===== config.mk =====
export PLATFORM = sky130hd
export DESIGN_NAME = bip_control_flat
export DESIGN_NICKNAME = d
export VERILOG_FILES = /design/src/rtl/bip_control_if.sv /design/src/rtl/bip_control.sv /design/src/flat_wrapper.sv
export SDC_FILE = /design/constraint.sdc
export NUM_CORES = 1
export LEC_CHECK = 0
export CORE_MARGIN = 3
export CORE_UTILIZATION = 52
export CTS_BUF_LIST = sky130_fd_sc_hd__clkbuf_8
export CTS_CLUSTER_SIZE = 28
export DETAILED_ROUTE_END_ITERATION = 10
export PLACE_DENSITY = 0.87
export SYNTH_ARGS = -nofsm -noshare
export SYNTH_HDL_FRONTEND = slang
export SYNTH_SLANG_ARGS = --single-unit

===== constraint.sdc =====
create_clock -name clk -period 2.8 [get_ports clk]
set_input_delay 0.56 -clock clk [delete_from_list [all_inputs] [get_ports clk]]
set_output_delay 0.56 -clock clk [all_outputs]
set_load 0.02 [all_outputs]

===== src/rtl/bip_control_if.sv =====
// Controller-facing bus: program memory fetch, datapath controls, data-memory strobes and status.
// The master side is the sequencer; the slave side is the surrounding memories and datapath.
interface bip_control_if #(
  parameter int PC_WIDTH   = 11,
  parameter int DATA_WIDTH = 16,
  parameter int CNT_WIDTH  = 16
);
  logic                  start;
  logic [DATA_WIDTH-1:0] Instr;
  logic [PC_WIDTH-1:0]   Instr_Addr;
  logic [PC_WIDTH-1:0]   Operand;
  logic [1:0]            SelA;
  logic                  SelB;
  logic                  WrAcc;
  logic                  Op;
  logic                  WrRam;
  logic                  RdRam;
  logic                  busy;
  logic                  halted;
  logic                  illegal;
  logic [CNT_WIDTH-1:0]  instr_count;

  modport master (
    input  start, Instr,
    output Instr_Addr, Operand, SelA, SelB, WrAcc, Op, WrRam, RdRam,
           busy, halted, illegal, instr_count
  );

  modport slave (
    output start, Instr,
    input  Instr_Addr, Operand, SelA, SelB, WrAcc, Op, WrRam, RdRam,
           busy, halted, illegal, instr_count
  );
endinterface


===== src/rtl/bip_control.sv =====
// Fetch/execute sequencer for the 16-bit accumulator machine: PC, IR, opcode decode and
// a start/halt FSM. Two cycles per instruction; controls are only driven during EXEC.
module bip_control #(
  parameter int PC_WIDTH   = 11,
  parameter int DATA_WIDTH = 16,
  parameter int OPC_WIDTH  = 5,
  parameter int CNT_WIDTH  = 16
) (
  input  logic         clk,
  input  logic         reset,
  bip_control_if.master bus
);

  typedef enum logic [1:0] {
    IDLE  = 2'd0,
    FETCH = 2'd1,
    EXEC  = 2'd2,
    HALT  = 2'd3
  } state_t;

  typedef enum logic [OPC_WIDTH-1:0] {
    OP_HLT  = 5'b00000,
    OP_STO  = 5'b00001,
    OP_LD   = 5'b00010,
    OP_LDI  = 5'b00011,
    OP_ADD  = 5'b00100,
    OP_ADDI = 5'b00101,
    OP_SUB  = 5'b00110,
    OP_SUBI = 5'b00111
  } opc_t;

  localparam logic [1:0] SEL_MEM = 2'b00;
  localparam logic [1:0] SEL_IMM = 2'b01;
  localparam logic [1:0] SEL_ALU = 2'b10;

  localparam logic [PC_WIDTH-1:0]  PC_ONE  = 1;
  localparam logic [CNT_WIDTH-1:0] CNT_ONE = 1;
  localparam logic [CNT_WIDTH-1:0] CNT_MAX = '1;

  state_t                 state, next_state;
  logic [PC_WIDTH-1:0]    pc;
  logic [DATA_WIDTH-1:0]  ir;
  logic [CNT_WIDTH-1:0]   cnt;
  logic                   ill;

  logic [OPC_WIDTH-1:0]   opc;
  logic                   is_hlt;
  logic                   is_ill;

  logic [1:0]             sel_a;
  logic                   sel_b;
  logic                   wr_acc;
  logic                   alu_op;
  logic                   wr_ram;
  logic                   rd_ram;

  assign opc    = ir[DATA_WIDTH-1 -: OPC_WIDTH];
  assign is_hlt = (opc == OP_HLT);
  // Only the low eight encodings are defined; everything above runs as a counted NOP.
  assign is_ill = (opc > OP_SUBI);

  always_ff @(posedge clk or posedge reset) begin
    if (reset) begin
      state <= IDLE;
      pc    <= '0;
      ir    <= '0;
      cnt   <= '0;
      ill   <= 1'b0;
    end else begin
      state <= next_state;
      if (state == FETCH)
        ir <= bus.Instr;
      if (state == EXEC) begin
        if (cnt != CNT_MAX)
          cnt <= cnt + CNT_ONE;
        if (!is_hlt)
          pc <= pc + PC_ONE;
        if (is_ill)
          ill <= 1'b1;
      end
    end
  end

  always_comb begin
    next_state = state;
    case (state)
      IDLE:    if (bus.start) next_state = FETCH;
      FETCH:   next_state = EXEC;
      EXEC:    next_state = is_hlt ? HALT : FETCH;
      HALT:    next_state = HALT;
      default: next_state = IDLE;
    endcase
  end

  // Decode is gated by EXEC so every strobe is quiet during FETCH, IDLE and HALT.
  always_comb begin
    sel_a  = SEL_MEM;
    sel_b  = 1'b0;
    wr_acc = 1'b0;
    alu_op = 1'b0;
    wr_ram = 1'b0;
    rd_ram = 1'b0;
    if (state == EXEC) begin
      case (opc)
        OP_STO: wr_ram = 1'b1;
        OP_LD: begin
          sel_a  = SEL_MEM;
          rd_ram = 1'b1;
          wr_acc = 1'b1;
        end
        OP_LDI: begin
          sel_a  = SEL_IMM;
          wr_acc = 1'b1;
        end
        OP_ADD, OP_SUB: begin
          sel_a  = SEL_ALU;
          sel_b  = 1'b0;
          alu_op = (opc == OP_SUB);
          rd_ram = 1'b1;
          wr_acc = 1'b1;
        end
        OP_ADDI, OP_SUBI: begin
          sel_a  = SEL_ALU;
          sel_b  = 1'b1;
          alu_op = (opc == OP_SUBI);
          wr_acc = 1'b1;
        end
        default: ;
      endcase
    end
  end

  assign bus.Instr_Addr  = pc;
  assign bus.Operand     = ir[PC_WIDTH-1:0];
  assign bus.SelA        = sel_a;
  assign bus.SelB        = sel_b;
  assign bus.WrAcc       = wr_acc;
  assign bus.Op          = alu_op;
  assign bus.WrRam       = wr_ram;
  assign bus.RdRam       = rd_ram;
  assign bus.busy        = (state == FETCH) || (state == EXEC);
  assign bus.halted      = (state == HALT);
  assign bus.illegal     = ill;
  assign bus.instr_count = cnt;

endmodule


===== src/flat_wrapper.sv =====
// flat-port wrapper written by rule: the top's interface ports become plain ports
module bip_control_flat 
#(
  parameter int PC_WIDTH   = 11,
  parameter int DATA_WIDTH = 16,
  parameter int OPC_WIDTH  = 5,
  parameter int CNT_WIDTH  = 16
)
  (clk, reset, bus_start, bus_Instr, bus_Instr_Addr, bus_Operand, bus_SelA, bus_SelB, bus_WrAcc, bus_Op, bus_WrRam, bus_RdRam, bus_busy, bus_halted, bus_illegal, bus_instr_count);
  bip_control_if #(.PC_WIDTH(PC_WIDTH), .DATA_WIDTH(DATA_WIDTH), .CNT_WIDTH(CNT_WIDTH)) bus_i ();
  input  logic clk;
  input  logic reset;
  input wire logic [$bits(bus_i.start)-1:0] bus_start;
  input wire logic [$bits(bus_i.Instr)-1:0] bus_Instr;
  output wire logic [$bits(bus_i.Instr_Addr)-1:0] bus_Instr_Addr;
  output wire logic [$bits(bus_i.Operand)-1:0] bus_Operand;
  output wire logic [$bits(bus_i.SelA)-1:0] bus_SelA;
  output wire logic [$bits(bus_i.SelB)-1:0] bus_SelB;
  output wire logic [$bits(bus_i.WrAcc)-1:0] bus_WrAcc;
  output wire logic [$bits(bus_i.Op)-1:0] bus_Op;
  output wire logic [$bits(bus_i.WrRam)-1:0] bus_WrRam;
  output wire logic [$bits(bus_i.RdRam)-1:0] bus_RdRam;
  output wire logic [$bits(bus_i.busy)-1:0] bus_busy;
  output wire logic [$bits(bus_i.halted)-1:0] bus_halted;
  output wire logic [$bits(bus_i.illegal)-1:0] bus_illegal;
  output wire logic [$bits(bus_i.instr_count)-1:0] bus_instr_count;
  assign bus_i.start = bus_start;
  assign bus_i.Instr = bus_Instr;
  assign bus_Instr_Addr = bus_i.Instr_Addr;
  assign bus_Operand = bus_i.Operand;
  assign bus_SelA = bus_i.SelA;
  assign bus_SelB = bus_i.SelB;
  assign bus_WrAcc = bus_i.WrAcc;
  assign bus_Op = bus_i.Op;
  assign bus_WrRam = bus_i.WrRam;
  assign bus_RdRam = bus_i.RdRam;
  assign bus_busy = bus_i.busy;
  assign bus_halted = bus_i.halted;
  assign bus_illegal = bus_i.illegal;
  assign bus_instr_count = bus_i.instr_count;
  bip_control #(.PC_WIDTH(PC_WIDTH), .DATA_WIDTH(DATA_WIDTH), .OPC_WIDTH(OPC_WIDTH), .CNT_WIDTH(CNT_WIDTH)) u_core (.clk(clk), .reset(reset), .bus(bus_i));
endmodule

==> results.sh, run 1 <==
export IMPL_p_seq_share_pct=41.0
export IMPL_startpoint="u_core.state[0]$_DFFE_PP0P_"
export IMPL_arrival_ps=2080
export IMPL_grt_setup_unrepaired="no"
export IMPL_drt_pass1_iter_count=4
export IMPL_dieWidth_um=71.52
export IMPL_grt_usage_pct=18.80
export IMPL_syn_nets=217
export IMPL_max_slew_margin_rel_pct=51.13
export IMPL_clock_fmax_ghz=0.3791
export IMPL_status="finished, final reports clean"
export IMPL_grt_overflow=0
export IMPL_fin_crit_sh_pct=94.21
export IMPL_synth_adder_area_share_pct=3.363
export IMPL_synth_cells=192
export IMPL_crit_type="flop to primary output"
export IMPL_cp_depth=5
export IMPL_crit_buf_inv=2
export IMPL_cp_top_family="buffers and inverters"
export IMPL_avgViaCountPerCell=5.374
export IMPL_path_max_fanout=5
export IMPL_die_h_um=71.52
export IMPL_cts_tree="yes"
export IMPL_reg2reg_from="u_core.state[0]$_DFFE_PP0P_"
export IMPL_r2r_end="u_core.bus.instr_count[14]$_DFFE_PP0P_"
export IMPL_yosys_area_share_simple_pct=16.37
export IMPL_synth_compound_area_share_pct=5.942
export IMPL_io_pins=67
export IMPL_r2r_cells=7
export IMPL_nets=277
export IMPL_yosys_area_top_type_share_pct=51.57
export IMPL_required_ps=2240
export IMPL_design_area_um2=2972
export IMPL_grt_pass1_vias=1607
export IMPL_p_comb_share_pct=45.4
export IMPL_grt_pass1_wl_um=7507
export IMPL_power_density_nw_per_um2=922.8
export IMPL_drtIter0Drc=83
export IMPL_cts_reportedPaths_clkPinSlew_ps=80
export IMPL_place_area_um2=2877
export IMPL_swShare_pct=38.44
export IMPL_yosysUniqueCellTypes=33
export IMPL_grt_max_degree=25
export IMPL_grt_antenna_before_repair=0
export IMPL_yosysTopAreaCell="dfrtp_1"
export IMPL_insertion_delay_ps=290
export IMPL_max_stage_delay_ps=610
export IMPL_die_area_um2=5114
export IMPL_start_util_pct=55.01
export IMPL_place_gp_congestion=0.7895
export IMPL_postCtsSetupBuffers=0
export IMPL_tns_ps=0
export IMPL_coreArea_um2=4058
export IMPL_totalWireLength_um=4539
export IMPL_final_layout_size_suffix_gt1_share_pct=13.10
export IMPL_synthToLayoutAreaGrowth_pct=33.13
export IMPL_cts_htree_levels=2
export IMPL_p_leak_uw=0.001365
export IMPL_ir_drop_mv=0.6375
export IMPL_ff2ff_setup_slack_ps=920
export IMPL_cts_buffers=5
export IMPL_setup_viol=0
export IMPL_fin_skew_ps=6.876
export IMPL_antenna_cells=0
export IMPL_final_antenna_net_count=0
export IMPL_start_kind="flop"
export IMPL_yosysWarningCount=0
export IMPL_ctsHoldBuffers=0
export IMPL_ys_seq_area_share_pct=51.57
export IMPL_core_rowCount=23
export IMPL_cts_sinks=46
export IMPL_netlist_area_um2=2232
export IMPL_drc=0
export IMPL_cp_slowest_cell="clkdlybuf4s50_1"
export IMPL_cts_resized=1
export IMPL_finalCriticalPeriod_ps=2638
export IMPL_p_int_uw=1688
export IMPL_slew_viol_final=0
export IMPL_clockBufferDepth=2
export IMPL_clock_root_buffer="clkbuf_8"
export IMPL_vias=1623
export IMPL_worstPathCellList="inv_1, ha_1, nor3b_4, and3_1, clkdlybuf4s50_1"
export IMPL_hpwl_um=3361
export IMPL_wl_per_cell_um=15.03
export IMPL_cap_violations=0
export IMPL_synth_seq_cells=46
export IMPL_p_switching_uw=1054
export IMPL_synth_top_family_by_area="simple AND/OR/NAND/NOR gates"
export IMPL_cp_endpoint="bus_Op"
export IMPL_synth_xor_area_share_pct=8.240
export IMPL_hold_class="flop to flop"
export IMPL_syn_avg_cell_area_um2=11.63
export IMPL_synthMuxAreaShare_pct=9.249
export IMPL_clockPowerShare_pct=13.6
export IMPL_synth_area_top_cells="dfrtp_1, mux2_2, xor2_1"
export IMPL_portBuffers=66
export IMPL_crit_path_end_kind="primary output"
export IMPL_tightest_slew_ps=733.1
export IMPL_hold_viol=0
==> worst min-delay path by stage <==
stage | from | to | slack (ps) | cells after the start
after global routing | u_core.bus.illegal$_DFFE_PP0P_ | u_core.bus.illegal$_DFFE_PP0P_ | 500 | 1
final | u_core.bus.Instr_Addr[10]$_DFFE_PP0P_ | u_core.bus.Instr_Addr[10]$_DFFE_PP0P_ | 460 | 1
after detailed placement | u_core.bus.illegal$_DFFE_PP0P_ | u_core.bus.illegal$_DFFE_PP0P_ | 450 | 1
after global placement | u_core.bus.illegal$_DFFE_PP0P_ | u_core.bus.illegal$_DFFE_PP0P_ | 450 | 1
after floorplan | u_core.ir[0]$_DFFE_PP0N_ | u_core.ir[0]$_DFFE_PP0N_ | 480 | 1
after CTS | u_core.bus.Instr_Addr[10]$_DFFE_PP0P_ | u_core.bus.Instr_Addr[10]$_DFFE_PP0P_ | 470 | 1
==> cells in the final DEF, fill, tap and decap left out, types with 5 or more instances in the layout <==
cell type / n
clkbuf_8: 5
nand2_1: 16
nor3_1: 7
nor2_1: 8
nand4_1: 6
xor2_1: 16
dfrtp_1: 46
nand3_1: 9
xnor2_1: 5
mux2_2: 17
clkdlybuf4s50_1: 63
ha_1: 6
and3_1: 5
==> through the flow <==
stage / utilization, % / setup slack (ps) / cells / power [uW] / hold slack [ps]
CTS: 72.90 / 8.775 / 302 / 2759 / 472.0
global placement: 70.89 / 238.3 / 295 / 2332 / 450.6
global route: 73.23 / 52.47 / 302 / 2910 / 497.8
finish: 73.23 / 162.0 / 302 / 2742 / 463.3
floorplan: - / 477.2 / 192 / 1956 / 482.0
detailed placement: 70.89 / 176.4 / 295 / 2379 / 453.1
==> synth_stat cells, drive strengths merged <==
cell type and n:
nor2 8, a21oi 4, nor2b 1, nor3 7, nand2 16, a31oi 2, ha 6, nand2b 3
buf 14, o21ai 4, or4 1, nor4 3, o21a 2, inv 3, o41ai 1, xnor2 5
o2111ai 1, clkbuf 1, nor3b 3, a41oi 1, xor2 16, nand4 8, nand3 9, and3 6
dfrtp 46, mux2 18, and2 2, o31a 1
==> area by class of cell <==
cell class / count / area (um^2)
clock buffers: 5 / 68.82
clock inverters: 2 / 7.507
fillers: 302 / 1086
inverters: 3 / 11.26
multi-input cells: 128 / 974.7
flip-flops and latches: 46 / 1151
well taps: 50 / 62.56
repair buffers: 68 / 695.7
==> flip-flops by register name, indices dropped and copies added (netlist names) <==
register and cells:
u_core.bus.Instr_Addr 11, u_core.bus.illegal 1, u_core.bus.instr_count 16, u_core.ir 16, u_core.state 2
==> kinds of logic after synthesis <==
logic type / Yosys count
buf+inv: 18
flops: 46
xor+xnor: 21
fa+ha+maj: 6
simple gates: 67
mux: 18
compound gates: 16
==> worst register-to-register path: cells and delay by family, from the launching register on <==
| kind | cells | cell delay [ps] |
|---|---|---|
| adder cells (fa/ha/maj) | 1 | 190 |
| AO/OA/AOI/OAI | 1 | 250 |
| buffers and inverters | 2 | 280 |
| flip-flops | 1 | 430 |
| XOR/XNOR | 1 | 170 |
| AND/OR/NAND/NOR | 2 | 490 |
==> layer usage <==
layer	routed length, um	track usage (%)	vias to the layer above
li1	-	-	782
met4	30	6.054	0
met3	347	7.714	2
met2	2274	31.33	51
met1	1887	22.11	788
met5	0	0	-
==> power groups by stage <==
stage / Combinational (uW) / Sequential [uW] / Clock (uW)
final: 1250 / 1120 / 373
after global routing: 1340 / 1170 / 404
after CTS: 1260 / 1120 / 382
after detailed placement: 1250 / 1130 / 0
after global placement: 1220 / 1110 / 0
after floorplan: 797 / 1160 / 0
(Power assumes the default switching activity.)
==> run 2, diff against run 1 <==
--- a/config.mk
+++ b/config.mk
@@ -11,6 +11,7 @@
 export CTS_CLUSTER_SIZE = 28
 export DETAILED_ROUTE_END_ITERATION = 10
 export PLACE_DENSITY = 0.87
+export REMOVE_ABC_BUFFERS = 1
 export SYNTH_ARGS = -nofsm -noshare
 export SYNTH_HDL_FRONTEND = slang
 export SYNTH_SLANG_ARGS = --single-unit
==> run 2 against run 1 <==
Highest routed layer unchanged. Sequential power barely moved. Clock skew shrank 1.2 ps. Flip-flop and latch count stayed put. Non-clock buffer count grew 2. Global-route usage increased by 0.91 points. Clock power grew 5.6%. Via count is 3.1% higher. Clock-buffer cell count up 1. Largest cell class unchanged. Core utilization shrank 0.15 points. Critical endpoint is now bus_SelB. First-iteration DRC count grew 37%.
==> results.sh, run 2 (same netlist as run 1, synthesis figures left out) <==
export IMPL_status="finished, final reports clean"
export IMPL_start_kind="flop"
export IMPL_fin_crit_sh_pct=95.14
export IMPL_grt_util_met2_pct=31.94
export IMPL_grt_usage_pct=19.71
export IMPL_dieWidth_um=71.52
export IMPL_cts_htree_levels=2
export IMPL_ff2ff_setup_slack_ps=960
export IMPL_slew_viol_final=0
export IMPL_grt_max_degree=29
export IMPL_totalWireLength_um=4573
export IMPL_fin_skew_ps=5.679
export IMPL_portBuffers=66
export IMPL_insertion_delay_ps=290
export IMPL_die_h_um=71.52
export IMPL_hold_class="flop to flop"
export IMPL_setup_viol=0
export IMPL_final_layout_size_suffix_gt1_share_pct=13.83
export IMPL_die_area_um2=5114
export IMPL_max_slew_margin_rel_pct=50.23
export IMPL_grt_overflow=0
export IMPL_drtIter0Drc=114
export IMPL_start_util_pct=55.01
export IMPL_finalCriticalPeriod_ps=2664
export IMPL_postCtsSetupBuffers=0
export IMPL_p_leak_uw=0.001348
export IMPL_grt_antenna_before_repair=0
export IMPL_wl_per_cell_um=15.09
export IMPL_hold_viol=0
export IMPL_core_rowCount=23
export IMPL_cts_reportedPaths_clkPinSlew_ps=80
export IMPL_grt_pass1_vias=1754
export IMPL_io_pins=67
export IMPL_whs_ps=477.5
export IMPL_antenna_cells=0
export IMPL_drc=0
export IMPL_place_gp_congestion=0.7854
export IMPL_globalRoute_busiestLayer="met2"
export IMPL_cts_tree="yes"
export IMPL_instances_no_fill=303
export IMPL_use_met3_pct=7.574
export IMPL_synthToLayoutAreaGrowth_pct=32.85
export IMPL_layout_commonest_cell="clkdlybuf4s50_1"
export IMPL_crit_path_end_kind="primary output"
export IMPL_avgViaCountPerCell=5.521
export IMPL_grt_use_met1_pct=23.83
export IMPL_tightest_slew_ps=746.5
export IMPL_arrival_ps=2100
export IMPL_path_max_fanout=5
export IMPL_final_antenna_net_count=0
export IMPL_clockBufferDepth=2
export IMPL_ir_drop_mv=0.6388
export IMPL_cap_violations=0
export IMPL_power_density_nw_per_um2=927.0
export IMPL_clock_fmax_ghz=0.3754
export IMPL_crit_type="flop to primary output"
export IMPL_drt_pass1_iter_count=4
export IMPL_nets=279
export IMPL_power_total_uw=2749
export IMPL_cts_sinks=46
export IMPL_grt_pass1_wl_um=7948
export IMPL_final_cell_mix="clkdlybuf4s50_1, dfrtp_1, mux2_2"
export IMPL_clock_root_buffer="clkbuf_8"
export IMPL_grt_setup_unrepaired="no"
export IMPL_dpl_cell_count=297
export IMPL_hpwl_um=3430
export IMPL_coreArea_um2=4058
export IMPL_vias=1673
export IMPL_cts_buffers=5
export IMPL_required_ps=2240
export IMPL_tns_ps=0
[run 2: cell count changes in the layout (fill, tap and decap cells not counted), sizes merged]
cell          delta
dlygate4sd2      +1
clkbuf           +1
buf              +2
inv              -2
dlymetal6s2s     -1
[run 2: final timing paths]
kind	start	endpoint	cells after the start
max	u_core.state[0]$_DFFE_PP0P_	bus_SelB	6
min	u_core.bus.Instr_Addr[10]$_DFFE_PP0P_	u_core.bus.Instr_Addr[10]$_DFFE_PP0P_	1
max reg2reg	u_core.state[0]$_DFFE_PP0P_	u_core.bus.instr_count[14]$_DFFE_PP0P_	7
min reg2reg	u_core.bus.Instr_Addr[10]$_DFFE_PP0P_	u_core.bus.Instr_Addr[10]$_DFFE_PP0P_	1
max in group asynchronous	reset	u_core.bus.instr_count[0]$_DFFE_PP0P_	3
min in group asynchronous	reset	u_core.bus.Instr_Addr[4]$_DFFE_PP0P_	2
[run 2: worst max-delay path, cell delays in order, from the launching register on]
cell	delay (ps)
dfrtp_1	430
inv_1	100
ha_1	170
nor3b_1	180
buf_4	160
and3_1	170
clkdlybuf4s50_1	600
[run 2: metrics by stage]
stage                     setup WS, ps  instance area [um^2]  util, %
after floorplan                  412.2                  2126        -
after global placement           389.0                  2879    70.95
after detailed placement         346.2                  2879    70.95
after CTS                        4.490                  2960    72.96
after global routing            0.9615                  2965    73.08
final                            136.2                  2965    73.08
[run 2: layout make-up]
cell class                      count  area, um^2
Clock buffer                        6       82.58
Tap cell                           50       62.56
Inverter                            3       11.26
Timing Repair Buffer               70       694.4
Fill cell                         299        1092
Multi-Input combinational cell    128       963.4
Sequential cell                    46        1151
[run 2: per-layer routing]
| layer | routed length, um | vias up |
|---|---|---|
| met5 | 0 | - |
| met4 | 69 | 0 |
| met3 | 446 | 7 |
| met2 | 2179 | 68 |
| met1 | 1878 | 814 |
| li1 | - | 784 |
[run 2: repair_timing]
item | in CTS | in global routing
resized for setup | 1 | 2
setup endpoints to repair | 1 | 2
hold buffers | 0 | 0
cloned | 0 | 0
pin swaps | 0 | 0
[run 2: report_power, final]
group	internal [uW]	total, uW	switching, uW
combinational	641	1240	598
clock	191	394	204
sequential	876	1120	239
